### src/rtl/circle_tracker.sv
// Receive-side checker for the walking-circle 7-segment animation: decodes each
// sampled frame into circle position/row, validates the walk, counts laps and errors.
module circle_tracker #(
  parameter int NUM_OF_DISPLAYS = 6,
  parameter int COL_WIDTH       = $clog2(NUM_OF_DISPLAYS),
  parameter int CNT_WIDTH       = 8
) (
  input  logic                         clk_i,
  input  logic                         rst_i,
  input  logic                         sample_i,
  input  logic                         clear_i,
  input  logic [NUM_OF_DISPLAYS*8-1:0] seg7_i,
  output logic                         valid_o,
  output logic [COL_WIDTH-1:0]         pos_o,
  output logic                         row_o,
  output logic                         dir_o,
  output logic                         dir_known_o,
  output logic                         step_o,
  output logic [CNT_WIDTH-1:0]         lap_cnt_o,
  output logic [CNT_WIDTH-1:0]         err_cnt_o,
  output logic                         locked_o,
  output logic                         fault_o
);

  localparam logic [7:0] SEG_BLANK = 8'hFF;
  localparam logic [7:0] SEG_UPPER = 8'h9C;
  localparam logic [7:0] SEG_LOWER = 8'hA3;

  localparam logic [COL_WIDTH-1:0] POS_TOP  = COL_WIDTH'(NUM_OF_DISPLAYS - 1);
  localparam logic [COL_WIDTH-1:0] POS_ZERO = '0;
  localparam logic [COL_WIDTH:0]   POS_ONE  = (COL_WIDTH+1)'(1);
  localparam logic [CNT_WIDTH-1:0] CNT_ONE  = CNT_WIDTH'(1);

  typedef enum logic [1:0] {
    ST_ACQUIRE = 2'd0,
    ST_TRACK   = 2'd1,
    ST_FAULT   = 2'd2
  } state_t;

  state_t                 state_q, state_d;
  logic [COL_WIDTH-1:0]   p_q, p_d;
  logic                   r_q, r_d;
  logic                   d_q, d_d;
  logic                   dk_q, dk_d;
  logic                   valid_q, valid_d;
  logic                   step_q, step_d;
  logic [CNT_WIDTH-1:0]   lap_q, lap_d;
  logic [CNT_WIDTH-1:0]   err_q, err_d;

  logic [7:0]             byte_v;
  logic                   hit, multi_hit, other_hit, frame_valid;
  logic [COL_WIDTH-1:0]   q;
  logic                   s;
  logic [COL_WIDTH:0]     p_up, p_dn, q_ext;
  logic                   err_inc;

  // Frame decode: exactly one circle byte and every other byte blank.
  always_comb begin
    byte_v    = SEG_BLANK;
    hit       = 1'b0;
    multi_hit = 1'b0;
    other_hit = 1'b0;
    q         = '0;
    s         = 1'b0;
    for (int i = 0; i < NUM_OF_DISPLAYS; i++) begin
      byte_v = seg7_i[8*i +: 8];
      if (byte_v == SEG_UPPER || byte_v == SEG_LOWER) begin
        if (hit) multi_hit = 1'b1;
        hit = 1'b1;
        q   = COL_WIDTH'(i);
        s   = (byte_v == SEG_UPPER);
      end else if (byte_v != SEG_BLANK) begin
        other_hit = 1'b1;
      end
    end
    frame_valid = hit & ~multi_hit & ~other_hit;
  end

  // One extra bit keeps 0-1 and TOP+1 from aliasing onto a real display index.
  assign p_up  = {1'b0, p_q} + POS_ONE;
  assign p_dn  = {1'b0, p_q} - POS_ONE;
  assign q_ext = {1'b0, q};

  always_comb begin
    state_d = state_q;
    p_d     = p_q;
    r_d     = r_q;
    d_d     = d_q;
    dk_d    = dk_q;
    valid_d = valid_q;
    step_d  = 1'b0;
    lap_d   = lap_q;
    err_d   = err_q;
    err_inc = 1'b0;

    if (clear_i) begin
      state_d = ST_ACQUIRE;
      lap_d   = '0;
      err_d   = '0;
      dk_d    = 1'b0;
      valid_d = 1'b0;
    end else if (sample_i) begin
      valid_d = frame_valid;
      case (state_q)
        ST_ACQUIRE: begin
          if (frame_valid) begin
            p_d     = q;
            r_d     = s;
            dk_d    = 1'b0;
            state_d = ST_TRACK;
          end else begin
            err_inc = 1'b1;
          end
        end
        ST_TRACK: begin
          if (!frame_valid) begin
            err_inc = 1'b1;
            state_d = ST_FAULT;
          end else if (q == p_q && s == r_q) begin
            step_d = 1'b0;
          end else if (s == r_q && q_ext == p_up && (!dk_q || d_q)) begin
            p_d    = q;
            d_d    = 1'b1;
            dk_d   = 1'b1;
            step_d = 1'b1;
          end else if (s == r_q && q_ext == p_dn && (!dk_q || !d_q)) begin
            p_d    = q;
            d_d    = 1'b0;
            dk_d   = 1'b1;
            step_d = 1'b1;
          end else if (s != r_q && q == p_q && p_q == POS_ZERO) begin
            r_d    = s;
            d_d    = 1'b1;
            dk_d   = 1'b1;
            step_d = 1'b1;
          end else if (s != r_q && q == p_q && p_q == POS_TOP) begin
            r_d    = s;
            d_d    = 1'b0;
            dk_d   = 1'b1;
            step_d = 1'b1;
            lap_d  = lap_q + CNT_ONE;
          end else begin
            err_inc = 1'b1;
            state_d = ST_FAULT;
          end
        end
        ST_FAULT: begin
          if (!frame_valid) err_inc = 1'b1;
        end
        default: state_d = ST_ACQUIRE;
      endcase
      if (err_inc && err_q != '1) err_d = err_q + CNT_ONE;
    end
  end

  always_ff @(posedge clk_i or posedge rst_i) begin
    if (rst_i) begin
      state_q <= ST_ACQUIRE;
      p_q     <= '0;
      r_q     <= 1'b0;
      d_q     <= 1'b0;
      dk_q    <= 1'b0;
      valid_q <= 1'b0;
      step_q  <= 1'b0;
      lap_q   <= '0;
      err_q   <= '0;
    end else begin
      state_q <= state_d;
      p_q     <= p_d;
      r_q     <= r_d;
      d_q     <= d_d;
      dk_q    <= dk_d;
      valid_q <= valid_d;
      step_q  <= step_d;
      lap_q   <= lap_d;
      err_q   <= err_d;
    end
  end

  assign valid_o     = valid_q;
  assign pos_o       = p_q;
  assign row_o       = r_q;
  assign dir_o       = d_q;
  assign dir_known_o = dk_q;
  assign step_o      = step_q;
  assign lap_cnt_o   = lap_q;
  assign err_cnt_o   = err_q;
  assign locked_o    = (state_q == ST_TRACK);
  assign fault_o     = (state_q == ST_FAULT);

endmodule

### config.mk
export PLATFORM = sky130hd
export DESIGN_NAME = circle_tracker
export DESIGN_NICKNAME = d
export VERILOG_FILES = /design/src/rtl/circle_tracker.sv
export SDC_FILE = /design/constraint.sdc
export NUM_CORES = 1
export LEC_CHECK = 0
export ABC_AREA = 1
export BUFFER_PORTS_ARGS = -buffer_cell sky130_fd_sc_hd__clkbuf_2
export CAP_MARGIN = 15
export CELL_PAD_IN_SITES_DETAIL_PLACEMENT = 0
export CELL_PAD_IN_SITES_GLOBAL_PLACEMENT = 2
export CORE_MARGIN = 2
export CORE_UTILIZATION = 24
export DETAILED_ROUTE_END_ITERATION = 10
export PLACE_DENSITY = 0.82
export SLEW_MARGIN = 20
export SYNTH_ARGS = -nofsm -noshare
export SYNTH_HDL_FRONTEND = slang
export SYNTH_SLANG_ARGS = --single-unit
### constraint.sdc
create_clock -name clk_i -period 1.9 [get_ports clk_i]
set_input_delay 0.19 -clock clk_i [delete_from_list [all_inputs] [get_ports clk_i]]
set_output_delay 0.19 -clock clk_i [all_outputs]
set_load 0.03 [all_outputs]
==> results of run 1 <==
## kinds of logic after synthesis
| logic type | after synthesis | synth area share, % |
|---|---|---|
| flops | 26 | 25.7 |
| compound gates | 36 | 10.0 |
| xor+xnor | 12 | 4.46 |
| simple gates | 241 | 45.8 |
| fa+ha+maj | 6 | 2.97 |
| buf+inv | 71 | 11.0 |
## sequential cells by signal, summed over array words and instances (netlist names)
register     flops
state_q          2
lap_cnt_o        8
row_o            1
pos_o            3
valid_o          1
dir_known_o      1
err_cnt_o        8
dir_o            1
step_o           1
## metal layers
metal,part of all wire [%],track usage (%),wire length [µm]
met5,0,0,0
met3,5.1,1.95,359
met1,47,17.0,3310
met4,0.84,2.13,59
met2,47,21.4,3260
## synth_stat cells (4+ instances only)
cell type	number	area, µm²
nand2_1	90	338
inv_1	60	225
nand3_1	48	240
nor2_1	41	154
dfrtp_1	26	651
nand4_1	18	113
nor2_2	16	100
nand2_2	11	68.8
o21ai_0	11	55.1
xor2_1	8	70.1
ha_1	6	75.1
inv_2	5	18.8
a21oi_1	4	20.0
o21ai_2	4	35.0
## layout make-up
class | instances | area share, %
Tap cell | 136 | 4.52
Timing Repair Buffer | 138 | 23.3
Inverter | 66 | 6.65
Clock buffer | 4 | 1.46
Multi-Input combinational cell | 295 | 46.7
Sequential cell | 26 | 17.4
## final timing paths
kind,from,endpoint,cells past startpoint
max reg2reg,pos_o[0]$_DFFE_PP0P_,lap_cnt_o[5]$_DFFE_PP0P_,14
min reg2reg,lap_cnt_o[7]$_DFFE_PP0P_,lap_cnt_o[7]$_DFFE_PP0P_,2
min,clear_i,valid_o$_DFFE_PP0N_,2
min in group asynchronous,rst_i,err_cnt_o[2]$_DFFE_PP0P_,4
max,pos_o[0]$_DFFE_PP0P_,lap_cnt_o[5]$_DFFE_PP0P_,14
max in group asynchronous,rst_i,pos_o[2]$_DFFE_PP0P_,4
## metrics by stage
stage | setup slack [ps] | power [W] | instance area, µm² | hold WS, ps
finish | -166 | 0.00154 | 3760 | 211
floorplan | -122 | 0.000948 | 2590 | 230
global route | -337 | 0.00166 | 3760 | 198
global placement | -261 | 0.00115 | 3550 | 251
CTS | -182 | 0.00154 | 3660 | 213
detailed placement | -320 | 0.00116 | 3550 | 255
## power by group through the flow
stage / clock, W / combinational (W) / sequential, W
after detailed placement: 0 / 0.000519 / 0.000637
after floorplan: 0 / 0.000292 / 0.000656
after global placement: 0 / 0.000513 / 0.000638
final: 0.000362 / 0.000544 / 0.000633
after global routing: 0.000411 / 0.000609 / 0.000640
after CTS: 0.000379 / 0.000533 / 0.000626
## what timing repair did
action / 4_1_cts / 5_1_grt
setup endpoints to repair: 24 / 25
resized for setup: 9 / 23
cloned: 0 / 0
setup buffers: 3 / 3
pin swaps: 5 / 9
hold endpoints to repair: 26 / 0
hold buffers: 1 / 0
==> reports/metrics.cfg, run 1 <==
[setup_path]
required_ps = 2080
max_stage_delay_ps = 440
crit_fanout = 13
endpoint_kind = register
worstSetupPathType = reg2reg
path_delay_family = simple AND/OR/NAND/NOR gates
critical_path_arrival_ps = 2240
reg2reg_slack_ps = -170
worst-path-buf-inv = 2
worstPathCellList = ha_1, xor2_2, inv_1, nand2_1, nand2_1, nand3b_1, nor2_2, nand3_2, nand2_2, nor2_2, a21oi_4, buf_12, nand2_2, o31ai_1
cpMaxStageDelayCell = dfrtp_2
start_kind = register

[final_layout]
layout_commonest_cell = nand2_1
fin_cells = 665
drive_above_1_share_pct = 42.9
nFillCells = 1131
seqCellArea_um2 = 654
diodes = 0
multi_input_area_um2 = 1760
syn_to_final_growth_pct = 48.8
fin_util_pct = 36.6
nets = 588
final_cell_mix = nand2_1, clkbuf_2, buf_4

[cts]
htreeDepth = 1
cts.clk_slew.worst_paths_ps = 90
clock_sinks = 26
clk_path_buf_depth = 2
cts_buffers = 3
cts-root-buf = clkbuf_8
tritoncts = built
clock_latency_ps = 270

[timing]
grt_setup_unrepaired = true
fmax_mhz = 484
finalSetupViolations = 24
final_max_slew_viol_count = 0
hold_viol_final = 0
setup_ws_ps = -166
relSlewSlack_pct = 52.6
tightest_slew_ps = 709
clock_skew_ps = 4.15
period_minus_slack_ps = 2070
fin_setup_tns_ps = -2740
period_share_pct = 109

[power]
power.density_nw_per_um2 = 409
power_frac_comb_pct = 35.4
p_leak_nw = 2.03
p_int_w = 0.000967
power_frac_clock_pct = 23.5
p_sw_w = 0.000571
seqPwrFrac_pct = 41.1
peakVddDrop_v = 0.000343
switching_share_pct = 37.1

[grt]
overflow = 0
grt_use_total_pct = 12.6
grt_max_degree = 27
antenna_found_initial = 0
grt_pass1_vias = 2781
grt_pass1_wl_um = 12100

[logic_synthesis]
synth_ff_type = dfrtp_1
ys_seq_elements = 26
synthCells = 392
synth_cell_types = 43
syn_nets = 450
ys.warnings.count = 0
synth_area_um2 = 2530
syn_area_per_cell_um2 = 6.45
synth_edf_count = 0
yosysSeqAreaShare_pct = 25.7
async_reset_ff_share_pct = 100

[drt]
route.detailed.drc = 0
routedWlPerCell_um = 10.5
drt-vias-per-instance = 4.33
vias = 2877
postRouteAntennaNets = 0
first_iter_violations = 101
wirelength_um = 6990
firstDrtPassIters = 4

[place]
io_buffers = 77
dp_hpwl_um = 5790
gp_congestion = 0.789
place_inst = 654

[floorplanning]
rows = 37
io_pins = 78
initial_core_util_pct = 24.6
die_h_um = 107
dieArea_um2 = 11400
core_um2 = 10300
die_w_um = 107

[run_status]
status = complete, but fails checks
violations = setup timing

[flow_run]
cap_violations = 0

[worst_hold_path]
hold_path_class = in2reg

Note: power is estimated with default switching activity, not from simulation.
==> run 2, diff against run 1 <==
--- a/config.mk
+++ b/config.mk
@@ -14,6 +14,7 @@
 export CORE_UTILIZATION = 24
 export DETAILED_ROUTE_END_ITERATION = 10
 export PLACE_DENSITY = 0.82
+export REMOVE_ABC_BUFFERS = 1
 export SLEW_MARGIN = 20
 export SYNTH_ARGS = -nofsm -noshare
 export SYNTH_HDL_FRONTEND = slang
==> reports/metrics.cfg, run 2 (synthesis gave the netlist of run 1 again) <==
[drt]
first_iter_violations = 83
vias = 2813
wirelength_um = 6820
route.detailed.drc = 0
drt-vias-per-instance = 4.34
postRouteAntennaNets = 0
routedWlPerCell_um = 10.5
firstDrtPassIters = 4

[setup_path]
r2r_cells = 16
worstPathCellList = inv_2, ha_4, xor2_2, inv_1, nand2_1, nand2_1, inv_1, nand4_1, nor2_1, nand3_2, nand2_4, nor2_4, a21oi_4, buf_12, nand2_2, o31ai_2
worst-path-buf-inv = 4
endpoint_kind = register
max_stage_delay_ps = 440
required_ps = 2090
worstSetupPathType = reg2reg
start_kind = register
reg2reg_slack_ps = -160
path_delay_family = simple AND/OR/NAND/NOR gates
rr_startpoint = pos_o[0]$_DFFE_PP0P_
crit_fanout = 13
critical_path_arrival_ps = 2250
cpMaxStageDelayCell = dfrtp_1
timing.rr.end = lap_cnt_o[5]$_DFFE_PP0P_

[worst_hold_path]
holdPathEnd = valid_o$_DFFE_PP0N_
worstHoldStart = clear_i
worst_hold_path.num_cells = 2
hold_path_class = in2reg

[power]
switching_share_pct = 34.8
peakVddDrop_v = 0.000358
p_leak_nw = 1.96
p_int_w = 0.00108
power.density_nw_per_um2 = 453
power_frac_clock_pct = 28.5
seqPwrFrac_pct = 38.2
finalPower_w = 0.00165
p_sw_w = 0.000577
power_frac_comb_pct = 33.4

[cts]
clock_latency_ps = 270
cts_buffers = 3
htreeDepth = 1
clk_path_buf_depth = 2
cts.clk_slew.worst_paths_ps = 100
cts-root-buf = clkbuf_8
tritoncts = built
clock_sinks = 26

[place]
gp_congestion = 0.832
dp_hpwl_um = 5620
place_inst = 640
io_buffers = 77
pre_cts_slack_ps = -268

[final_layout]
syn_to_final_growth_pct = 44.5
drive_above_1_share_pct = 41.0
final_cell_mix = nand2_1, clkbuf_2, inv_1
diodes = 0
multi_input_area_um2 = 1770
seqCellArea_um2 = 651
nFillCells = 1143
nets = 571
layout_commonest_cell = nand2_1
fin_cells = 648

[floorplanning]
dieArea_um2 = 11400
core_um2 = 10300
die_w_um = 107
rows = 37
die_h_um = 107
io_pins = 78
initial_core_util_pct = 24.6

[grt]
antenna_found_initial = 0
grt_pass1_vias = 2701
grt_use_total_pct = 12.4
grt_pass1_wl_um = 12000
grt_max_degree = 27
overflow = 0

[timing]
grt_setup_unrepaired = true
clock_skew_ps = 6.47
setup_ws_ps = -161
final_max_slew_viol_count = 0
worst_hold_slack_ps = 215
relSlewSlack_pct = 70.1
finalSetupViolations = 24
tightest_slew_ps = 442
hold_viol_final = 0
period_minus_slack_ps = 2060
period_share_pct = 108
fmax_mhz = 485

[run_status]
status = complete, but fails checks
violations = setup timing

[flow_run]
cap_violations = 0

## run 2: metrics by stage
step / setup TNS (ps) / utilization, % / instance area (µm²)
after floorplan: -6300 / - / 2500
after global placement: -5100 / 32.8 / 3370
after detailed placement: -5630 / 32.8 / 3370
after CTS: -4020 / 34.4 / 3530
after global routing: -6520 / 35.5 / 3650
final: -2960 / 35.5 / 3650
## run 2: area by class of cell
class                      count  area share (%)
sequential                    26            17.8
timing repair buffer         121            20.3
clock buffer                   3            1.13
tap                          136            4.66
clock inverter                 1           0.822
multi-input combinational    295            48.4
inverter                      66            6.85
## run 2: what timing repair did
action                                  4_1_cts  5_1_grt
hold endpoints to repair                     26        0
resized for setup                            18       34
buffers inserted                              2        1
pin swaps                                     3       14
hold buffers                                  1        0
endpoints found under the setup margin       24       25
## run 2: per-layer routing
metal	vias up	track usage [%]	routed length [µm]
met5	-	0	0
met4	0	1.67	37
met3	2	1.40	232
met2	51	21.2	3150
met1	1262	17.2	3400
li1	1498	-	-
## run 2: worst max-delay path by stage
stage                               endpoint  depth (start not counted)                  from
finish              lap_cnt_o[5]$_DFFE_PP0P_                         16  pos_o[0]$_DFFE_PP0P_
global route               dir_o$_DFFE_PP0P_                         15  pos_o[0]$_DFFE_PP0P_
CTS                 err_cnt_o[2]$_DFFE_PP0P_                         17  pos_o[0]$_DFFE_PP0P_
detailed placement      pos_o[1]$_DFFE_PP0P_                         14             seg7_i[7]
global placement        pos_o[1]$_DFFE_PP0P_                         11            seg7_i[11]
floorplan           lap_cnt_o[0]$_DFFE_PP0P_                         15  pos_o[1]$_DFFE_PP0P_
## run 2: worst register-to-register path, cell delays in order, from the launching register on
cell	delay, ps
dfrtp_1	440
inv_2	120
ha_4	140
xor2_2	160
inv_1	50
nand2_1	60
nand2_1	50
inv_1	60
nand4_1	80
nor2_1	140
nand3_2	110
nand2_4	110
nor2_4	50
a21oi_4	140
buf_12	160
nand2_2	60
o31ai_2	50
## run 2: power groups by stage
| stage | combinational, W | sequential [W] | clock [W] |
|---|---|---|---|
| 2_1_floorplan | 0.000278 | 0.000657 | 0 |
| 3_3_place_gp | 0.000513 | 0.000639 | 0 |
| 3_5_place_dp | 0.000516 | 0.000638 | 0 |
| 4_1_cts | 0.000543 | 0.000628 | 0.000488 |
| 5_1_grt | 0.000621 | 0.000640 | 0.000513 |
| 6_report | 0.000552 | 0.000632 | 0.000471 |
==> run 3, diff against run 2 <==
--- a/config.mk
+++ b/config.mk
@@ -9,11 +9,11 @@
 export BUFFER_PORTS_ARGS = -buffer_cell sky130_fd_sc_hd__clkbuf_2
 export CAP_MARGIN = 15
 export CELL_PAD_IN_SITES_DETAIL_PLACEMENT = 0
-export CELL_PAD_IN_SITES_GLOBAL_PLACEMENT = 2
+export CELL_PAD_IN_SITES_GLOBAL_PLACEMENT = 1
 export CORE_MARGIN = 2
 export CORE_UTILIZATION = 24
 export DETAILED_ROUTE_END_ITERATION = 10
-export PLACE_DENSITY = 0.82
+export PLACE_DENSITY = 0.67
 export REMOVE_ABC_BUFFERS = 1
 export SLEW_MARGIN = 20
 export SYNTH_ARGS = -nofsm -noshare
==> reports/metrics.cfg, run 3 (synthesis gave the netlist of run 1 again) <==
[run_status]
status = complete, but fails checks
violations = setup timing

[timing]
final_max_slew_viol_count = 0
hold_viol_final = 0
relSlewSlack_pct = 64.9
period_share_pct = 108
setup_ws_ps = -147
worst_hold_slack_ps = 216
period_minus_slack_ps = 2050
clock_skew_ps = 10.9
finalSetupViolations = 24
tightest_slew_ps = 520
fmax_mhz = 488
grt_setup_unrepaired = true

[final_layout]
nFillCells = 1154
layout_commonest_cell = nand2_1
diodes = 0
nets = 572
final_cell_mix = nand2_1, clkbuf_2, inv_1
final_area_um2 = 3700
drive_above_1_share_pct = 41.1
syn_to_final_growth_pct = 46.5

[place]
place_area_um2 = 3370
gp_congestion = 0.809
dp_hpwl_um = 5650
pre_cts_slack_ps = -261
io_buffers = 77

[floorplanning]
io_pins = 78
core_um2 = 10300
initial_core_util_pct = 24.6
die_h_um = 107
dieArea_um2 = 11400
rows = 37
die_w_um = 107

[drt]
vias = 2886
drt-vias-per-instance = 4.45
first_iter_violations = 128
route.detailed.drc = 0
wirelength_um = 6990
firstDrtPassIters = 4
routedWlPerCell_um = 10.8
postRouteAntennaNets = 0

[setup_path]
reg2reg_slack_ps = -150
rr_startpoint = pos_o[1]$_DFFE_PP0P_
r2r_cells = 13
timing.rr.end = lap_cnt_o[5]$_DFFE_PP0P_
endpoint_kind = register
required_ps = 2090
worstSetupPathType = reg2reg
start_kind = register
worstSetupStartpoint = pos_o[1]$_DFFE_PP0P_
crit_fanout = 13
critical_path_arrival_ps = 2240

[cts]
cts-root-buf = clkbuf_8
clock_sinks = 26
htreeDepth = 1
clock_latency_ps = 280
clk_path_buf_depth = 2
cts.clk_slew.worst_paths_ps = 100
cts_buffers = 3
tritoncts = built

[worst_hold_path]
worstHoldStart = clear_i
worst_hold_path.num_cells = 2
holdPathEnd = valid_o$_DFFE_PP0N_
hold_path_class = in2reg

[grt]
grt_max_degree = 27
grt_pass1_wl_um = 11900
overflow = 0
antenna_found_initial = 0
grt_pass1_vias = 2673
grt_use_total_pct = 12.4

[flow_run]
cap_violations = 0

[power]
peakVddDrop_v = 0.000372
power.density_nw_per_um2 = 442
p_leak_nw = 1.97

==> run 3: layout make-up <==
type                            instances  area (µm²)  share of cell area (%)
Timing Repair Buffer                  122         749                    20.2
Tap cell                              136         170                    4.60
Inverter                               66         250                    6.76
Sequential cell                        26         652                    17.6
Clock inverter                          1        30.0                   0.811
Multi-Input combinational cell        295        1810                    48.9
Clock buffer                            3        41.3                    1.12
==> run 3: power by group <==
group | internal, W | switching, W | total (W)
sequential | 0.000586 | 0.0000502 | 0.000636
clock | 0.000282 | 0.000186 | 0.000469
combinational | 0.000192 | 0.000340 | 0.000532
==> run 3: worst max-delay path by stage <==
| stage | slack [ps] | end |
|---|---|---|
| after floorplan | -380 | lap_cnt_o[0]$_DFFE_PP0P_ |
| after global placement | -230 | err_cnt_o[4]$_DFFE_PP0P_ |
| after detailed placement | -260 | err_cnt_o[3]$_DFFE_PP0P_ |
| after CTS | -130 | err_cnt_o[0]$_DFFE_PP0P_ |
| after global routing | -350 | lap_cnt_o[2]$_DFFE_PP0P_ |
| final | -150 | lap_cnt_o[5]$_DFFE_PP0P_ |
==> run 3: what timing repair did <==
action                                 in CTS  in global routing
setup buffers                               3                  1
endpoints found under the hold margin      26                  0
hold buffers                                1                  0
gates resized for setup                    13                 44
setup endpoints to repair                  24                 25
pin swaps                                   1                 20
==> run 3: through the flow <==
stage,cells,util [%],power (W),TNS [ps]
2_1_floorplan,387,-,0.000935,-6300
3_3_place_gp,640,32.8,0.00113,-5070
3_5_place_dp,640,32.8,0.00113,-5510
4_1_cts,648,34.3,0.00161,-2210
5_1_grt,649,36.0,0.00175,-7160
6_report,649,36.0,0.00164,-2350
==> run 3: metal layers <==
metal  part of all wire, %  global-route usage, %
met1                    48                   17.1
met2                    47                   20.6
met3                   4.3                   2.07
met4                  0.80                   2.13
met5                     0                      0
==> run 3: worst max-delay path, cell delays in order, from the launching register on <==
cell and delay (ps):
dfrtp_1 400, inv_2 70, buf_4 140, buf_4 140
a32oi_2 220, nand4_1 140, nor2_1 150, nand3_2 110
nand2_4 120, nor2_4 60, a21oi_4 140, buf_12 160
nand2_2 50, o31ai_2 60
